**src/rtl/arb_pkg.sv**
```systemverilog
// Shared types and widths for the SDRAM port arbiter.
// State encoding is visible on the debug port, so keep the enum values fixed.
package arb_pkg;

  localparam int ADDR_W  = 32;
  localparam int DATA_W  = 32;
  localparam int NUM_REQ = 2;

  typedef enum logic [1:0] {
    IDLE = 2'd0,
    OWN0 = 2'd1,
    OWN1 = 2'd2
  } arb_state_t;

  function automatic arb_state_t own_state(input logic id);
    return id ? OWN1 : OWN0;
  endfunction

endpackage

```
**src/rtl/tag_fifo.sv**
```systemverilog
// Ring-buffer FIFO of requester ids, one entry per accepted-but-unreturned read.
// DEPTH must be a power of two so the pointers wrap naturally.
module tag_fifo #(
  parameter int DEPTH = 4,
  parameter int WIDTH = 1
) (
  input  logic             clk,
  input  logic             rst,
  input  logic             push,
  input  logic [WIDTH-1:0] push_id,
  input  logic             pop,
  output logic [WIDTH-1:0] head_id,
  output logic             full,
  output logic             empty
);

  localparam int PTR_W = $clog2(DEPTH);
  localparam logic [PTR_W:0] DEPTH_C = (PTR_W+1)'(DEPTH);

  logic [WIDTH-1:0] mem [DEPTH];
  logic [PTR_W-1:0] wr_ptr;
  logic [PTR_W-1:0] rd_ptr;
  logic [PTR_W:0]   count;
  logic             do_push;
  logic             do_pop;

  assign do_push = push && !full;
  assign do_pop  = pop && !empty;
  assign full    = (count == DEPTH_C);
  assign empty   = (count == '0);
  assign head_id = mem[rd_ptr];

  always_ff @(posedge clk or posedge rst) begin
    if (rst) begin
      wr_ptr <= '0;
      rd_ptr <= '0;
      count  <= '0;
    end else begin
      if (do_push) wr_ptr <= wr_ptr + 1'b1;
      if (do_pop)  rd_ptr <= rd_ptr + 1'b1;
      if (do_push && !do_pop)      count <= count + 1'b1;
      else if (!do_push && do_pop) count <= count - 1'b1;
    end
  end

  always_ff @(posedge clk) begin
    if (do_push) mem[wr_ptr] <= push_id;
  end

endmodule

```
**src/rtl/sdram_port_arbiter.sv**
```systemverilog
// Round-robin arbiter sharing one SDRAM Avalon-MM port between two requesters, with read-return routing.
// Handshake: a request (read|write) transfers on a cycle where its waitrequest is low; until then the requester holds it.
module sdram_port_arbiter
  import arb_pkg::*;
#(
  parameter int MAX_OUTSTANDING = 4
) (
  input  logic                            clk,
  input  logic                            rst,
  input  logic [NUM_REQ-1:0][ADDR_W-1:0]  req_address,
  input  logic [NUM_REQ-1:0]              req_read,
  input  logic [NUM_REQ-1:0]              req_write,
  input  logic [NUM_REQ-1:0][DATA_W-1:0]  req_writedata,
  output logic [NUM_REQ-1:0]              req_waitrequest,
  output logic [NUM_REQ-1:0][DATA_W-1:0]  req_readdata,
  output logic [NUM_REQ-1:0]              req_readdatavalid,
  input  logic                            master_waitrequest,
  output logic [ADDR_W-1:0]               master_address,
  output logic                            master_read,
  output logic                            master_write,
  output logic [DATA_W-1:0]               master_writedata,
  input  logic [DATA_W-1:0]               master_readdata,
  input  logic                            master_readdatavalid,
  output logic                            err_orphan_rdv,
  output arb_state_t                      dbg_state
);

  arb_state_t          state;
  arb_state_t          state_nxt;
  logic                prio;
  logic [NUM_REQ-1:0]  active;
  logic                owned;
  logic                owner_id;
  logic                rd_req;
  logic                accept;
  logic                fifo_push;
  logic                fifo_pop;
  logic                fifo_full;
  logic                fifo_empty;
  logic [0:0]          head_id;

  assign active    = req_read | req_write;
  assign owned     = (state == OWN0) || (state == OWN1);
  assign owner_id  = (state == OWN1);
  // Write wins when a requester illegally raises both strobes.
  assign rd_req    = req_read[owner_id] && !req_write[owner_id];
  assign accept    = (master_read || master_write) && !master_waitrequest;
  assign fifo_push = master_read && !master_waitrequest;
  assign fifo_pop  = master_readdatavalid && !fifo_empty;
  assign dbg_state = state;
  assign req_readdata = {NUM_REQ{master_readdata}};

  tag_fifo #(
    .DEPTH (MAX_OUTSTANDING),
    .WIDTH (1)
  ) u_tag_fifo (
    .clk     (clk),
    .rst     (rst),
    .push    (fifo_push),
    .push_id (owner_id),
    .pop     (fifo_pop),
    .head_id (head_id),
    .full    (fifo_full),
    .empty   (fifo_empty)
  );

  always_ff @(posedge clk or posedge rst) begin
    if (rst) begin
      state          <= IDLE;
      prio           <= 1'b0;
      err_orphan_rdv <= 1'b0;
    end else begin
      state <= state_nxt;
      if (owned && accept)                      prio           <= ~owner_id;
      if (master_readdatavalid && fifo_empty)   err_orphan_rdv <= 1'b1;
    end
  end

  always_comb begin
    state_nxt = state;
    case (state)
      IDLE: begin
        if (&active)        state_nxt = own_state(prio);
        else if (active[0]) state_nxt = OWN0;
        else if (active[1]) state_nxt = OWN1;
      end
      OWN0, OWN1: begin
        if (!active[owner_id]) state_nxt = IDLE;
        else if (accept)       state_nxt = active[~owner_id] ? own_state(~owner_id) : IDLE;
      end
      default: state_nxt = IDLE;
    endcase
  end

  always_comb begin
    req_waitrequest   = '1;
    req_readdatavalid = '0;
    master_read       = 1'b0;
    master_write      = 1'b0;
    master_address    = '0;
    master_writedata  = '0;
    if (owned) begin
      master_address   = req_address[owner_id];
      master_writedata = req_writedata[owner_id];
      master_write     = req_write[owner_id];
      // A full tag FIFO blocks reads; a pop in this cycle does not help until next cycle.
      master_read      = rd_req && !fifo_full;
      req_waitrequest[owner_id] = master_waitrequest || (rd_req && fifo_full);
    end
    if (fifo_pop) req_readdatavalid[head_id] = 1'b1;
  end

endmodule

```
**config.mk**
```make
export PLATFORM = sky130hd
export DESIGN_NAME = sdram_port_arbiter
export DESIGN_NICKNAME = d
export VERILOG_FILES = /design/src/rtl/arb_pkg.sv /design/src/rtl/tag_fifo.sv /design/src/rtl/sdram_port_arbiter.sv
export SDC_FILE = /design/constraint.sdc
export NUM_CORES = 1
export LEC_CHECK = 0
export CORE_AREA = 2 2 118 120
export CTS_CLUSTER_SIZE = 12
export DETAILED_ROUTE_END_ITERATION = 10
export DIE_AREA = 0 0 120 122
export GPL_ROUTABILITY_DRIVEN = 0
export PLACE_DENSITY = 0.6
export SETUP_SLACK_MARGIN = 0.2
export SYNTH_ARGS = -nofsm -noshare
export SYNTH_HDL_FRONTEND = slang
export SYNTH_SLANG_ARGS = --single-unit
```
**constraint.sdc**
```tcl
create_clock -name clk -period 3.65 [get_ports clk]
set_clock_uncertainty 0.05 [all_clocks]
set_input_delay 0.9125 -clock clk [delete_from_list [all_inputs] [get_ports clk]]
set_output_delay 0.9125 -clock clk [all_outputs]
set_load 0.02 [all_outputs]
```
==> summary.log, run 1 <==
INFO  yosys          synth-edff-count=4
INFO  timing         layout_worst_path_cycle_share=91.5%
INFO  cells_and_area post_route_cells_drive_above_1_share=4.45%
INFO  yosys          synth-main-ff-cell=dfrtp_1
INFO  placed_design  dp_slack=0.106ns
INFO  timing         grt_setup_unrepaired=false
INFO  clock_tree     post_cts.repair.setup_buffers=0
INFO  setup_path     critical-path-top-cell-by-count=clkdlybuf4s50_1
INFO  clock_tree     cts_buffer_depth=2
INFO  setup_path     worstSetupStartpointType=input pin
INFO  placed_design  post-dp-hpwl=6350µm
INFO  global_route   grt_max_degree=41
INFO  clock_tree     cts_made_buffers=3
INFO  route          routed_wire_length_per_instance=12.6µm
INFO  route          via_count=2,356
INFO  die            die_w=120µm
INFO  clock_tree     clockRootBuffer=clkbuf_16
INFO  route          avgViaCountPerCell=3.88
INFO  global_route   antenna_found_initial=0
INFO  global_route   grt_first_pass_wirelength=11,900µm
INFO  power          irDropWorstVdd=293µV
INFO  timing         final.setup.tns=0ns
INFO  timing         timing.fmax=299MHz
INFO  setup_path     worst-setup-path-type=in2out
INFO  die            die_height=122µm
INFO  cells_and_area nets=605
INFO  setup_path     critPathMaxStageDelay=0.60ns
INFO  yosys          synth_async_sr_flop_share=73.3%
INFO  placed_design  io_buffers=208
INFO  timing         final-max-slew-violation-count=0
INFO  yosys          mappedNetlistNets=466
INFO  cells_and_area syn_to_final_growth=76.5%
INFO  job            cap_violations=0
INFO  power          p_leak=1.72nW
INFO  power          power_density=779nW/µm²
INFO  timing         worst_pin_slew=0.439ns
INFO  setup_path     critPathRequiredTime=2.69ns
INFO  cells_and_area most-common-layout-cells=clkdlybuf4s50_1, mux2i_1, nor2b_1
INFO  yosys          synth.distinct_cells=36
INFO  die            io_pins=305
INFO  timing         setup_viol=0
INFO  global_route   grt_pass1_vias=2,511
INFO  clock_tree     post_cts.resized_instances=2
INFO  run_status     result_of_the_run=completed
INFO  setup_path     worstPathCellList=clkdlybuf4s50_1 -> mux2_2 -> nand2_1 -> inv_1 -> clkdlybuf4s50_1
INFO  hold_path      holdCritPathClass=reg2reg
INFO  route          drt_pass1_iterations=4
INFO  setup_path     critical_path.endpoint_type=output pin
INFO  timing         final_report_hold_violation_count=0
INFO  route          drt_iter0_markers=45
INFO  yosys          synth_area_per_cell=8.66µm²
INFO  clock_tree     tritoncts=done
INFO  yosys          largest_area_contributor_in_the_netlist=mux2i_1
INFO  timing         slew-limit-headroom=70.7%
INFO  route          drt_wl_total=7640µm
INFO  clock_tree     ctsHoldBuffers=0
INFO  setup_path     critPathMaxFanout=4
INFO  clock_tree     cts_num_sinks=15
INFO  yosys          netlist_top_cells_area=mux2i_1, buf_4, nor2b_1, dfrtp_1, edfxtp_1
INFO  die            starting_density_of_the_core=18.5%
INFO  yosys          netlist.area_leader.share=26.0%
INFO  die            placeableCoreArea=13,500µm²
INFO  yosys          ys_seq_area_share=15.8%
INFO  yosys          synth_area=2500µm²
INFO  timing         worst_slack=0.310ns
INFO  cells_and_area layout_commonest_cell=clkdlybuf4s50_1
INFO  clock_tree     cts_max_level=1
INFO  die            placement_rows=43
INFO  clock_tree     clkTransAtPathRegs=0.05ns
INFO  clock_tree     worstSkewPairLatency=0.24ns
INFO  cells_and_area antennaDiodeCount=0
INFO  route          drtAntennaViolNets=0
INFO  yosys          ys_warn_count=0
INFO  route          detailed_route_drc_error_count=0
INFO  yosys          synth-seq-cells=15
INFO  die            die_area=14,600µm²
INFO  global_route   grt_use_total=9.72%
INFO  timing         layout_min_cycle_time=3.34ns
INFO  setup_path     cpMaxStageDelayCell=clkdlybuf4s50_1
INFO  global_route   overflow=0
INFO  setup_path     timing.critical_path.arrival=2.38ns
INFO  yosys          syn_inst=289
INFO  timing         final.hold.worst_slack=0.412ns
## metal layers
layer	global-route usage (%)	routed length, µm	up-vias
li1	-	-	1165
met1	11.7	3060	1042
met5	0	0	-
met2	16.8	3680	133
met3	3.37	821	16
met4	1.99	74	0
## path summary, 6_finish.rpt
kind	start	end	slack, ns	cells after the start
max	req_write[0]	master_write	0.31	5
min	err_orphan_rdv	err_orphan_rdv	0.41	1
max reg2reg	dbg_state[1]	u_tag_fifo.count[2]	0.91	11
min reg2reg	err_orphan_rdv	err_orphan_rdv	0.41	1
max in group asynchronous	rst	u_tag_fifo.rd_ptr[0]	2.32	2
min in group asynchronous	rst	u_tag_fifo.count[2]	0.93	2
## sequential cells by signal (all words and copies together), names as in the netlist
register and cells:
u_tag_fifo.wr_ptr 2, u_tag_fifo.count 3, dbg_state 2, u_tag_fifo.rd_ptr 2
u_tag_fifo.mem 4, err_orphan_rdv 1, prio 1
## worst max-delay path, delay by kind of cell
kind          cells  cell delay (ns)
buf+inv           3             1.22
mux               1             0.18
simple gates      1             0.08
## where the power goes
part / total, W / switching [W] / internal [W]
combinational: 0.00293 / 0.00142 / 0.00150
sequential: 0.000308 / 0.0000622 / 0.000246
clock: 0.000209 / 0.0000615 / 0.000147
total: 0.00344 / 0.00155 / 0.00190
## layout make-up
type                            count  area (µm²)
Clock buffer                        4        78.8
Timing Repair Buffer              213        2140
Multi-Input combinational cell    185        1540
Sequential cell                    15         395
Tap cell                          180         225
Fill cell                        1433        9090
Inverter                           10        37.5
## per-stage QoR
stage | cell area [µm²] | std cells | total power [W] | util [%]
after floorplan | 2500 | 289 | 0.00212 | -
after global routing | 4420 | 607 | 0.00369 | 32.7
after CTS | 4420 | 607 | 0.00351 | 32.7
final | 4420 | 607 | 0.00344 | 32.7
after detailed placement | 4340 | 603 | 0.00329 | 32.1
after global placement | 4340 | 603 | 0.00326 | 32.1
## cells in the mapped netlist, types with 2 or more instances
master,n
buf_4,65
mux2i_1,65
nor2b_1,65
dfrtp_1,11
inv_1,10
ha_1,8
buf_2,7
clkbuf_1,7
nor2_1,7
and2_1,4
edfxtp_1,4
nand2_1,3
o21ai_0,3
xnor2_1,3
xor2_1,3
mux2_1,2
mux2_2,2
nor3_1,2
## cells by family (layout without fill, tap and decap cells)
kind of cell / Yosys count / after routing / synth area share [%]
buf+inv: 89 / 227 / 23.4
compound gates: 11 / 11 / 3.55
simple gates: 89 / 89 / 21.6
flops: 15 / 15 / 15.8
mux: 70 / 70 / 28.7
xor+xnor: 6 / 6 / 2.10
fa+ha+maj: 9 / 9 / 4.80
Note: power is estimated with default switching activity, not from simulation.
==> run 2, diff against run 1 <==
TNS_END_PERCENT = 5   (was default)
==> run 2 against run 1 <==
Critical endpoint is now master_read; critical path depth did not move; sequential power barely moved; cell area barely moved; total power barely moved; global-route usage did not move; sequential share of layout area barely moved; fmax fell by 2.6%; cell count did not move; clock power barely moved; clock-buffer cell count did not move; via count did not move.
==> summary.log, run 2 (synthesis results as in run 1) <==
INFO  power          p_sw=0.00154W
INFO  global_route   grt_max_degree=41
INFO  timing         final.setup.tns=0ns
INFO  hold_path      timing.hold.worst.start=err_orphan_rdv
INFO  clock_tree     post_cts.repair.setup_buffers=0
INFO  timing         timing.fmax=292MHz
INFO  route          drt_iter0_markers=47
INFO  die            placement_rows=43
INFO  cells_and_area layout_commonest_cell=clkdlybuf4s50_1
INFO  power          internal_power=0.00190W
INFO  power          power_density=780nW/µm²
INFO  timing         final.hold.worst_slack=0.412ns
INFO  clock_tree     cts_max_level=1
INFO  timing         final_report_hold_violation_count=0
INFO  hold_path      holdCritPathClass=reg2reg
INFO  route          routed_wire_length_per_instance=12.6µm
INFO  clock_tree     worstSkewPairLatency=0.24ns
INFO  hold_path      min_delay_path_depth=1
INFO  timing         worst_pin_slew=0.439ns
INFO  cells_and_area post_route_cells_drive_above_1_share=4.45%
INFO  power          irDropWorstVdd=293µV
INFO  power          switching_share=44.8%
INFO  timing         layout_min_cycle_time=3.43ns
INFO  clock_tree     cts_buffer_depth=2
INFO  global_route   grt_use_total=9.72%
INFO  clock_tree     cts_num_sinks=15
INFO  route          avgViaCountPerCell=3.88
INFO  die            placeableCoreArea=13,500µm²
INFO  route          via_count=2,356
INFO  setup_path     critPathRequiredTime=2.69ns
INFO  placed_design  post-dp-hpwl=6350µm
INFO  global_route   grt_first_pass_wirelength=11,900µm
INFO  placed_design  dp_slack=0.106ns
INFO  power          p_comb_share=85.0%
INFO  power          power_frac_seq=8.9%
INFO  clock_tree     ctsHoldBuffers=0
INFO  global_route   grt_util_met1=11.7%
INFO  setup_path     path_delay_family=buffers and inverters
INFO  setup_path     rr_worst_depth=11
INFO  clock_tree     tritoncts=done
INFO  setup_path     worst_r2r_startpoint=dbg_state[1]
INFO  route          drt_pass1_iterations=4
INFO  run_status     result_of_the_run=completed
INFO  cells_and_area nets=605
INFO  timing         setup_viol=0
INFO  global_route   grt.busiest_layer=met2
INFO  timing         final-max-slew-violation-count=0
INFO  setup_path     worst_setup_slack_for_register_to_register_paths=0.91ns
INFO  setup_path     timing.critical_path.arrival=2.47ns
INFO  placed_design  dp_cells=603
INFO  die            io_pins=305
INFO  cells_and_area syn_to_final_growth=76.5%
INFO  cells_and_area most-common-layout-cells=clkdlybuf4s50_1, mux2i_1, nor2b_1
INFO  cells_and_area antennaDiodeCount=0
INFO  cells_and_area biggest_register=u_tag_fifo.mem
INFO  setup_path     worstSetupStartpointType=input pin
INFO  setup_path     r2r-end=u_tag_fifo.count[2]
INFO  setup_path     critical-path-top-cell-by-count=clkdlybuf4s50_1
INFO  timing         worst_slack=0.221ns
INFO  cells_and_area post_route_non_filler_standard_cell_count=607
INFO  global_route   antenna_found_initial=0
INFO  job            cap_violations=0
INFO  setup_path     cpMaxStageDelayCell=clkdlybuf4s50_1
INFO  route          drt_wl_total=7640µm
INFO  hold_path      min_delay_worst_endpoint=err_orphan_rdv
INFO  power          clockPowerShare=6.1%
INFO  route          detailed_route_drc_error_count=0
INFO  setup_path     worst-setup-path-type=in2out
INFO  setup_path     count_of_cell_instances_traversed_by_the_critical_path=5
INFO  global_route   gr-usage-met3=3.37%
INFO  setup_path     critPathMaxFanout=4
INFO  setup_path     worstPathCellList=clkdlybuf4s50_1 -> and3b_1 -> o211ai_2 -> inv_1 -> clkdlybuf4s50_1
INFO  setup_path     critPathMaxStageDelay=0.53ns
INFO  timing         slew-limit-headroom=70.7%
INFO  timing         layout_worst_path_cycle_share=93.9%
INFO  setup_path     critical_path.endpoint_type=output pin
INFO  setup_path     timing.critical_path.buf_inv=3
INFO  power          p_leak=1.70nW
INFO  cells_and_area reg.largest.list=u_tag_fifo.mem (4), u_tag_fifo.count (3)
INFO  placed_design  io_buffers=208
INFO  global_route   overflow=0
INFO  timing         grt_setup_unrepaired=true
INFO  clock_tree     clockRootBuffer=clkbuf_16
INFO  die            die_area=14,600µm²
INFO  route          drtAntennaViolNets=0
INFO  power          total_power=0.00344W
INFO  cells_and_area max_ffs_per_register=4
INFO  die            starting_density_of_the_core=18.5%
INFO  die            die_height=122µm
INFO  die            die_w=120µm
INFO  clock_tree     cts_made_buffers=3
INFO  global_route   grt_pass1_vias=2,511
INFO  clock_tree     clkTransAtPathRegs=0.05ns
INFO  global_route   grtUsageMet2=16.8%
-- run 2: changes by cell type in the layout (fill, tap and decap cells not counted) --
cell,change
clkdlybuf4s50_1,+1
dlygate4sd2_1,-1
-- run 2: how the worst max path moves through the flow --
stage                              end          from
global route               master_read  req_write[1]
global placement    req_waitrequest[0]   req_read[0]
detailed placement  req_waitrequest[0]   req_read[0]
floorplan            master_address[0]  dbg_state[0]
CTS                 req_waitrequest[1]   req_read[0]
finish                     master_read  req_write[1]
-- run 2: worst reg2reg max path, stage by stage, from the launching register on --
cell      delay (ns)
dfrtp_1         0.44
inv_1           0.07
ha_2            0.33
buf_4           0.31
o211ai_2        0.19
nor2_1          0.18
ha_1            0.22
inv_1           0.06
fa_1            0.37
xor2_1          0.16
nor2_1          0.13
xor2_1          0.15
-- run 2: power by group through the flow --
stage / Clock, W / Combinational (W) / Sequential, W
after floorplan: 0 / 0.00181 / 0.000314
after CTS: 0.000215 / 0.00299 / 0.000310
after global placement: 0 / 0.00296 / 0.000306
after detailed placement: 0 / 0.00298 / 0.000312
after global routing: 0.000221 / 0.00316 / 0.000320
final: 0.000209 / 0.00293 / 0.000308
-- run 2: cell type report --
class	instances	area (µm²)
fill	1432	9080
clock buffer	4	78.8
timing repair buffer	213	2150
sequential	15	395
inverter	10	37.5
multi-input combinational	185	1540
tap	180	225
-- run 2: stage by stage --
| step | util, % | cell area (µm²) |
|---|---|---|
| finish | 32.7 | 4420 |
| global placement | 32.1 | 4340 |
| CTS | 32.7 | 4420 |
| detailed placement | 32.1 | 4340 |
| global route | 32.7 | 4420 |
| floorplan | - | 2500 |
-- run 2: what timing repair did --
action / 4_1_cts / 5_1_grt
cloned: 0 / 0
setup endpoints to repair: 2 / 2
resized for setup: 1 / 1
-- run 2: metal layers --
layer	wire length (µm)	share of wire, %
met5	0	0
met4	74	0.97
met3	818	11
met2	3690	48
met1	3060	40
